$ cat src/rtl/mdu_iter.sv
// Iterative multiply/divide unit fed by the register-file read ports.
// Radix-2 shift-add multiply and restoring divide, one bit per clock.
// The 32-bit result is held in HI/LO until the next completion or reset.
//
// state | meaning
// ------+--------------------------------------------------------------
// IDLE  | waiting for start; operands and signs captured on acceptance
// CALC  | one multiply/divide iteration per edge, WIDTH edges in total
// FIX   | sign correction, HI/LO load, one-cycle done pulse
// ZDIV  | divide by zero: HI=a, LO=all ones, div_zero set, done pulse
module mdu_iter #(
   parameter int WIDTH = 16
) (
   input  logic             clk,
   input  logic             clear,
   input  logic             start,
   input  logic [1:0]       op,
   input  logic [WIDTH-1:0] a,
   input  logic [WIDTH-1:0] b,
   output logic             busy,
   output logic             done,
   output logic             div_zero,
   output logic [WIDTH-1:0] hi,
   output logic [WIDTH-1:0] lo
);

   localparam int CW = (WIDTH > 1) ? $clog2(WIDTH) : 1;

   typedef enum logic [1:0] {
      S_IDLE = 2'd0,
      S_CALC = 2'd1,
      S_FIX  = 2'd2,
      S_ZDIV = 2'd3
   } state_t;

   state_t state, state_nxt;

   logic [CW-1:0]    cnt;
   logic             is_div;
   logic             neg_res;   // product / quotient must be negated
   logic             neg_rem;   // remainder takes the dividend's sign
   logic [WIDTH:0]   acc;       // product high half (carry kept) or partial remainder
   logic [WIDTH:0]   opnd;      // |multiplicand| or |divisor|
   logic [WIDTH-1:0] lsr;       // multiplier / quotient shift register; raw a for ZDIV

   logic accept, iter, load_res, load_zdiv;

   logic             a_neg, b_neg, b_zero;
   logic [WIDTH-1:0] mag_a, mag_b;

   logic [WIDTH:0]     mul_sum;
   logic [WIDTH:0]     mul_acc;
   logic [WIDTH-1:0]   mul_lsr;
   logic [WIDTH:0]     rem_sh;
   logic [WIDTH+1:0]   diff;
   logic               ge;
   logic [WIDTH:0]     div_acc;
   logic [WIDTH-1:0]   div_lsr;

   logic [2*WIDTH-1:0] prod, prod_fix;
   logic [WIDTH-1:0]   q_fix, r_fix, res_hi, res_lo;

   // operand magnitudes; unsigned ops never negate
   always_comb begin
      a_neg  = op[0] & a[WIDTH-1];
      b_neg  = op[0] & b[WIDTH-1];
      b_zero = (b == '0);
      mag_a  = a_neg ? (~a) + WIDTH'(1) : a;
      mag_b  = b_neg ? (~b) + WIDTH'(1) : b;
   end

   // single iteration step for both multiply and divide
   always_comb begin
      mul_sum = acc + (lsr[0] ? opnd : '0);
      mul_acc = {1'b0, mul_sum[WIDTH:1]};
      mul_lsr = {mul_sum[0], lsr[WIDTH-1:1]};

      rem_sh  = {acc[WIDTH-1:0], lsr[WIDTH-1]};
      diff    = {1'b0, rem_sh} - {1'b0, opnd};
      ge      = ~diff[WIDTH+1];
      div_acc = ge ? diff[WIDTH:0] : rem_sh;
      div_lsr = {lsr[WIDTH-2:0], ge};
   end

   // sign correction applied in FIX
   always_comb begin
      prod     = {acc[WIDTH-1:0], lsr};
      prod_fix = neg_res ? -prod : prod;
      q_fix    = neg_res ? -lsr : lsr;
      r_fix    = neg_rem ? -acc[WIDTH-1:0] : acc[WIDTH-1:0];
      res_hi   = is_div ? r_fix : prod_fix[2*WIDTH-1:WIDTH];
      res_lo   = is_div ? q_fix : prod_fix[WIDTH-1:0];
   end

   // state register
   always_ff @(posedge clk or negedge clear) begin
      if (!clear) state <= S_IDLE;
      else        state <= state_nxt;
   end

   // next-state logic
   always_comb begin
      state_nxt = state;
      case (state)
         S_IDLE: if (start) state_nxt = (op[1] && b_zero) ? S_ZDIV : S_CALC;
         S_CALC: if (cnt == '0) state_nxt = S_FIX;
         S_FIX:  state_nxt = S_IDLE;
         S_ZDIV: state_nxt = S_IDLE;
         default: state_nxt = S_IDLE;
      endcase
   end

   // state-decoded controls
   always_comb begin
      busy      = (state != S_IDLE);
      accept    = (state == S_IDLE) && start;
      iter      = (state == S_CALC);
      load_res  = (state == S_FIX);
      load_zdiv = (state == S_ZDIV);
   end

   // operand capture and iteration datapath
   always_ff @(posedge clk or negedge clear) begin
      if (!clear) begin
         cnt     <= '0;
         is_div  <= 1'b0;
         neg_res <= 1'b0;
         neg_rem <= 1'b0;
         acc     <= '0;
         opnd    <= '0;
         lsr     <= '0;
      end else if (accept) begin
         cnt     <= CW'(WIDTH-1);
         is_div  <= op[1];
         neg_res <= a_neg ^ b_neg;
         neg_rem <= a_neg;
         acc     <= '0;
         if (op[1]) begin
            opnd <= {1'b0, mag_b};
            lsr  <= b_zero ? a : mag_a;
         end else begin
            opnd <= {1'b0, mag_a};
            lsr  <= mag_b;
         end
      end else if (iter) begin
         if (cnt != '0) cnt <= cnt - CW'(1);
         acc <= is_div ? div_acc : mul_acc;
         lsr <= is_div ? div_lsr : mul_lsr;
      end
   end

   // HI/LO result registers and done pulse
   always_ff @(posedge clk or negedge clear) begin
      if (!clear) begin
         hi       <= '0;
         lo       <= '0;
         div_zero <= 1'b0;
         done     <= 1'b0;
      end else begin
         done <= 1'b0;
         if (load_res) begin
            hi       <= res_hi;
            lo       <= res_lo;
            div_zero <= 1'b0;
            done     <= 1'b1;
         end else if (load_zdiv) begin
            hi       <= lsr;
            lo       <= '1;
            div_zero <= 1'b1;
            done     <= 1'b1;
         end
      end
   end

endmodule

$ cat config.mk
export PLATFORM = sky130hd
export DESIGN_NAME = mdu_iter
export DESIGN_NICKNAME = d
export VERILOG_FILES = /design/src/rtl/mdu_iter.sv
export SDC_FILE = /design/constraint.sdc
export NUM_CORES = 1
export LEC_CHECK = 0
export ABC_AREA = 0
export CORE_MARGIN = 2
export CORE_UTILIZATION = 35
export DETAILED_ROUTE_END_ITERATION = 8
export PLACE_DENSITY = 0.55
export SETUP_SLACK_MARGIN = 0.15
export SLEW_MARGIN = 0
export SYNTH_ARGS = -nofsm -noshare
export SYNTH_HDL_FRONTEND = slang
export SYNTH_SLANG_ARGS = --single-unit
export TNS_END_PERCENT = 20
$ cat constraint.sdc
create_clock -name clk -period 3 [get_ports clk]
set_input_delay 0.45 -clock clk [delete_from_list [all_inputs] [get_ports clk]]
set_output_delay 0.45 -clock clk [all_outputs]
set_load 0.01 [all_outputs]
# Word level (Yosys, flattened, before mapping)
# Cells that the tools add are included.
[totals] register_bits=93 latch_bits=0 mem_bits_rw=0 rom_bits=0 in_bits=37 word_cells=77 memories=0
[classes] n_addsub=8 mul=0 div=0 n_lt_le_gt_ge=0 eq_ne=5 shifts=0 muxes=33 bitwise_logic=6 reduce_logical=13
[ops] cell="16-bit 2-to-1 mux" count=16
[ops] cell="17-bit 2-to-1 mux" count=5
[ops] cell="16-bit by 1-bit adder with 16-bit output (second input constant)" count=2
[ops] cell="32-bit 2-to-1 mux" count=1
[ops] cell="16-bit negation" count=2
[ops] cell="32-bit negation" count=1
[ops] cell="16-bit inverter" count=2
[ops] cell="17-bit by 17-bit subtractor with 18-bit output" count=1
[ops] cell="17-bit adder" count=1
[ops] cell="16-bit zero test" count=1
[ops] cell="4-bit 2-to-1 mux" count=3
[ops] cell="2-bit nonzero test" count=4
[ops] cell="2-bit 2-to-1 mux" count=3
[ops] cell="2-bit one-hot mux with 3 select lines" count=1
[ops] cell="2-bit == test (second input constant)" count=2
[ops] cell="4-bit zero test" count=1
[ops] cell="1-bit 2-to-1 mux" count=4
[ops] cell="2-bit AND reduction" count=2
[ops] cell="4-bit nonzero test" count=1
[ops] cell="4-bit by 1-bit subtractor with 4-bit output (second input constant)" count=1
[ops] cell="1-bit AND" count=2
[ops] cell="2-bit by 1-bit == test with 1-bit output (second input constant)" count=1
[ops] cell="1-bit logical AND" count=2
[ops] cell="2-bit zero test" count=1
[ops] cell="5 further kinds" count=5

# Depth between registers and ports, before layout
# Gate-level depths: netlist of run 1.
[depth] word_depth=6 ltp_mapped=12

# Least setup slack after synthesis of run 1
# No wires, ideal clock.
[synth_timing] path_type="register -> register" startpoint="register lsr[0]" endpoint="register acc[15]" setup_time_ns=0.126 arrival_time_ns=2.829 required_time_ns=2.874 path_slack_ns=0.045 path_stages_with_launch=12 path_buffers=2 synth_period_minus_slack_ns=2.955 cell_sequence="dfrtp_1 > clkbuf_1 > inv_1 > clkbuf_1 > nor2_1 > ha_1 > a2111o_1 > o22ai_1 > o21ai_0 > a311oi_1 > xnor2_1 > a221o_1"
[synth_via] elab_chain_cells=5
[synth_rtl] element="start: declaration" line="44" rtl="logic [WIDTH-1:0] lsr;"
[synth_rtl] element="start signal: assignment" line="140" rtl="lsr <= b_zero ? a : mag_a;"
[synth_rtl] element="start signal: assignment" line="143" rtl="lsr <= mag_b;"
[synth_rtl] element="start signal: assignment" line="148" rtl="lsr <= is_div ? div_lsr : mul_lsr;"
[synth_rtl] element="17-bit 2-to-1 mux" line="74" rtl="mul_sum = acc + (lsr[0] ? opnd : '0);"
[synth_rtl] element="17-bit adder" line="74"
[synth_rtl] element="17-bit 2-to-1 mux" line="147" rtl="acc <= is_div ? div_acc : mul_acc;"
[synth_rtl] element="17-bit 2-to-1 mux" line="145" rtl="end else if (iter) begin"
[synth_rtl] element="17-bit 2-to-1 mux" line="132" rtl="end else if (accept) begin"
[synth_rtl] element="end signal: assignment" line="147"
[synth_rtl] element="end: declaration" line="42" rtl="logic [WIDTH:0] acc;"
# No other way between the ends. The select of a mux whose other input is x is not followed.
# A chain may end at the register's enable or synchronous reset.

# Final worst setup path of run 1
[layout_timing] startpoint="register acc[0]" endpoint="register acc[0]"
[layout_via] elab_chain_cells=5 word_cells_on_any_way=6 cone_classes="2 x add/sub; 4 x mux"
[layout_rtl] element="17-bit by 17-bit subtractor with 18-bit output" line="79" rtl="diff = {1'b0, rem_sh} - {1'b0, opnd};"
[layout_rtl] element="17-bit 2-to-1 mux" line="81" rtl="div_acc = ge ? diff[WIDTH:0] : rem_sh;"
[layout_rtl] element="17-bit 2-to-1 mux (*)" line="147"
[layout_rtl] element="17-bit 2-to-1 mux (*)" line="145"
[layout_rtl] element="17-bit 2-to-1 mux (*)" line="132"
# Mark *: on every way between the ends. The rest lies on a longest branch, timed or not. The select of a mux whose other input is x is not followed.

==> metrics.yaml, run 1 <==
run_status:
  outcome: "finished clean"
clock_tree:
  cts_tree: "built"
  clk_latency_ns: 0.35
  ctsHtreeMaxLevel: 3
  cts_buffer_depth: 2
  cts_buffers: 9
  cts_sinks: 92
  clk_pin_slew_ns: 0.07
  cts_setup_buffers: 0
  ctsRootBufferMaster: "clkbuf_16"
placed_design:
  dpl_cell_area_sq_um: 9002
  io_buffer_count: 71
  hpwl_um: 19180
  dp.cells: 1308
  gp_congestion: 0.8888
sta:
  hold_violations: 0
  fin_setup_tns_ns: 0
  rsz0062_at_grt: "yes"
  relSlewSlack_pct: 54.40
  period_share_pct: 92.69
  tightest_slew_ns: 0.6841
  finClkSkew_ns: 0.01006
  setup_viol: 0
  fmax_ghz: 0.3596
  fin_crit_ns: 2.781
  drv_slew: 0
power:
  p_sw_mw: 4.998
  comb_power_share_pct: 65.7
  power.share.clock_pct: 12.2
  p_seq_share_pct: 22.1
  peakVddDrop_mv: 0.4819
  swShare_pct: 47.03
  leakage_nw: 3.999
  power.internal_mw: 5.629
  power.density_nw_per_um2: 1137
critical_path:
  criticalPathCategory: "reg -> reg"
  cp_data_required_time_ns: 3.26
  worstPathArrival_ns: 3.04
  start_kind: "flip-flop"
  critPathCaptureType: "flip-flop"
  crit_path_max_fanout: 12
drt:
  dr_wl_met2_um: 11410
  wl_per_cell_um: 18.68
  route.met3.wl_um: 1262
  ant_nets: 0
  first_pass_iters: 5
  drc_errors: 0
  via_per_inst: 5.554
  drt-met1-wl_um: 11690
  vias: 7353
  routed_wl_um: 24730
  dr.max_layer_used: "met4"
  first_iter_violations: 551
finish:
  stdcell_count: 1324
  seqCellArea_sq_um: 2303
  nets: 1120
  final_cell_mix: "nor2_1 (97), nand2_1 (91), dfrtp_1 (91)"
  area_growth_pct: 22.62
  multi_input_area_sq_um: 4941
  drive_above_1_share_pct: 10.68
  final_common_cell: "nor2_1"
  fill_cells: 2169
  antenna_cells: 0
  design_area_sq_um: 9345
floorplan:
  fp.coreArea_sq_um: 21220
  initial_core_util_pct: 35.91
  num_rows: 53
  die_h_um: 151.6
  dieArea_sq_um: 22970
  num_io_pins: 72
  die_x_um: 151.6
global_routing:
  grt_overflow: 0
  grt.total_usage_pct: 22.18
  antenna_found_initial: 0
  grt_pass1_vias: 6999
  grt_start_max_net_pins: 53
  grt_pass1_wl_um: 39180
yosys:
  synth_seq_cells: 92
  synth_mux_area_share_pct: 5.188
  synthSimpleGateAreaFrac_pct: 18.63
  synth_area_leader_cell: "dfrtp_1"
  synth_ff_type: "dfrtp_1"
  synth_area_leaders: "dfrtp_1 (30%), ha_1 (6.1%), xnor2_1 (5.5%)"
  syn-instance-count: 949
  synthDominantCellAreaShare_pct: 30.21
  syn_avg_cell_area_sq_um: 8.031
  syn_area_sq_um: 7621
  yosysWarnings: 0
  async_flop_share_pct: 100.0
  yosysUniqueCellTypes: 66
  synth-xor-area-share_pct: 9.883
  synth_top_family_by_area: "compound AO/OA/AOI/OAI gates"
  synth_fp_nets: 1025
  synthAdderAreaFrac_pct: 6.600
  synth-edff-count: 0
  yosysSeqAreaShare_pct: 30.21
  synth_compound_area_share_pct: 24.33
min_path:
  hold_path.class: "in -> async"
flow_run:
  maxCapViolCount: 0
-- metal layers --
metal  GRT usage (%)  vias up
met1           31.30     3499
met4           4.769        0
met5               0        -
met3           3.144       26
li1                -     3611
met2           36.20      217
-- layout make-up --
cell class,instances,area share (%)
clock buffers,10,2.557
clock inverters,6,1.004
inverters,46,1.848
multi-input cells,755,52.87
flip-flops and latches,92,24.65
well taps,275,3.682
repair buffers,140,13.39
-- through the flow --
| step | util, % | hold slack [ns] | power (mW) | worst slack, ns |
|---|---|---|---|---|
| after floorplan | - | 0.1544 | 6.879 | 0.1500 |
| after global placement | 42.42 | 0.4624 | 9.236 | -0.1025 |
| after detailed placement | 42.42 | 0.4711 | 9.271 | -0.1335 |
| after CTS | 43.99 | 0.1219 | 10.61 | 0.2006 |
| after global routing | 44.04 | 0.1414 | 11.51 | 0.06071 |
| final | 44.04 | 0.09306 | 10.63 | 0.2194 |
-- synth_stat cells (7+ instances only) --
| master | number |
|---|---|
| nand2b_1 | 9 |
| clkbuf_1 | 46 |
| o31ai_1 | 12 |
| a21oi_1 | 69 |
| nand2_1 | 91 |
| o221ai_1 | 15 |
| nor3_1 | 24 |
| a31oi_1 | 19 |
| dfrtp_1 | 92 |
| inv_1 | 45 |
| a21o_1 | 12 |
| nor2_1 | 97 |
| xor2_1 | 38 |
| a22oi_1 | 7 |
| or3_1 | 12 |
| nand3_1 | 12 |
| ha_1 | 37 |
| o21ai_0 | 80 |
| or2_2 | 7 |
| and2_1 | 8 |
| mux2i_1 | 35 |
| buf_1 | 7 |
| o22ai_1 | 8 |
| o211ai_1 | 16 |
| and3_1 | 7 |
| xnor2_1 | 48 |
| nor2b_1 | 7 |
-- final timing paths --
| path | start | end | slack (ns) | cells after the start |
|---|---|---|---|---|
| worst max register to register | acc[0] | acc[0] | 0.22 | 9 |
| worst min-delay path | clear | acc[9] | 0.09 | 1 |
| worst min register to register | opnd[12] | opnd[12] | 0.48 | 2 |
| worst max-delay path | acc[0] | acc[0] | 0.22 | 9 |
| min in group clk | opnd[12] | opnd[12] | 0.48 | 2 |
| max in group asynchronous | clear | lsr[8] | 2.21 | 2 |
-- power groups by stage --
stage / logic, mW / clock network, mW / registers, mW
finish: 6.98 / 1.29 / 2.35
global route: 7.72 / 1.35 / 2.44
CTS: 6.94 / 1.32 / 2.35
detailed placement: 6.90 / 0 / 2.37
global placement: 6.87 / 0 / 2.37
floorplan: 4.60 / 0 / 2.28
-- repair_timing --
item,in CTS,in global routing
resized for setup,1,3
cloned,0,0
hold buffers,0,0
endpoints found under the setup margin,1,13
-- kinds of logic after synthesis --
logic type	count (synthesis)
and+or+nand+nor	302
AOI/OAI and AO/OA	289
buffers and inverters	102
DFF	92
xor gates and xnor gates	86
muxes	39
adders and majority gates	39
-- critical path, stage by stage (launching register included) --
cell       delay [ns]
dfrtp_1          0.44
ha_1             0.30
nor2b_1          0.16
o2111ai_1        0.17
and3_1           0.22
o31a_1           0.37
o211ai_1         0.33
buf_12           0.20
mux2_2           0.35
o221ai_1         0.14
-- state kept, by name, summed over array words and instances, names as in the netlist --
name      cells
is_div        1
cnt           4
lo           16
neg_rem       1
acc          17
state         2
div_zero      1
opnd         16
lsr          16
done          1
neg_res       1
hi           16
Power figures use the tool's default switching activity.
==> run 2: changes to the inputs <==
ABC_CLOCK_PERIOD_IN_PS = 3000   (was not set)
==> results of run 2 <==
The final DEF is identical to that of run 1; final timing and power are the same.
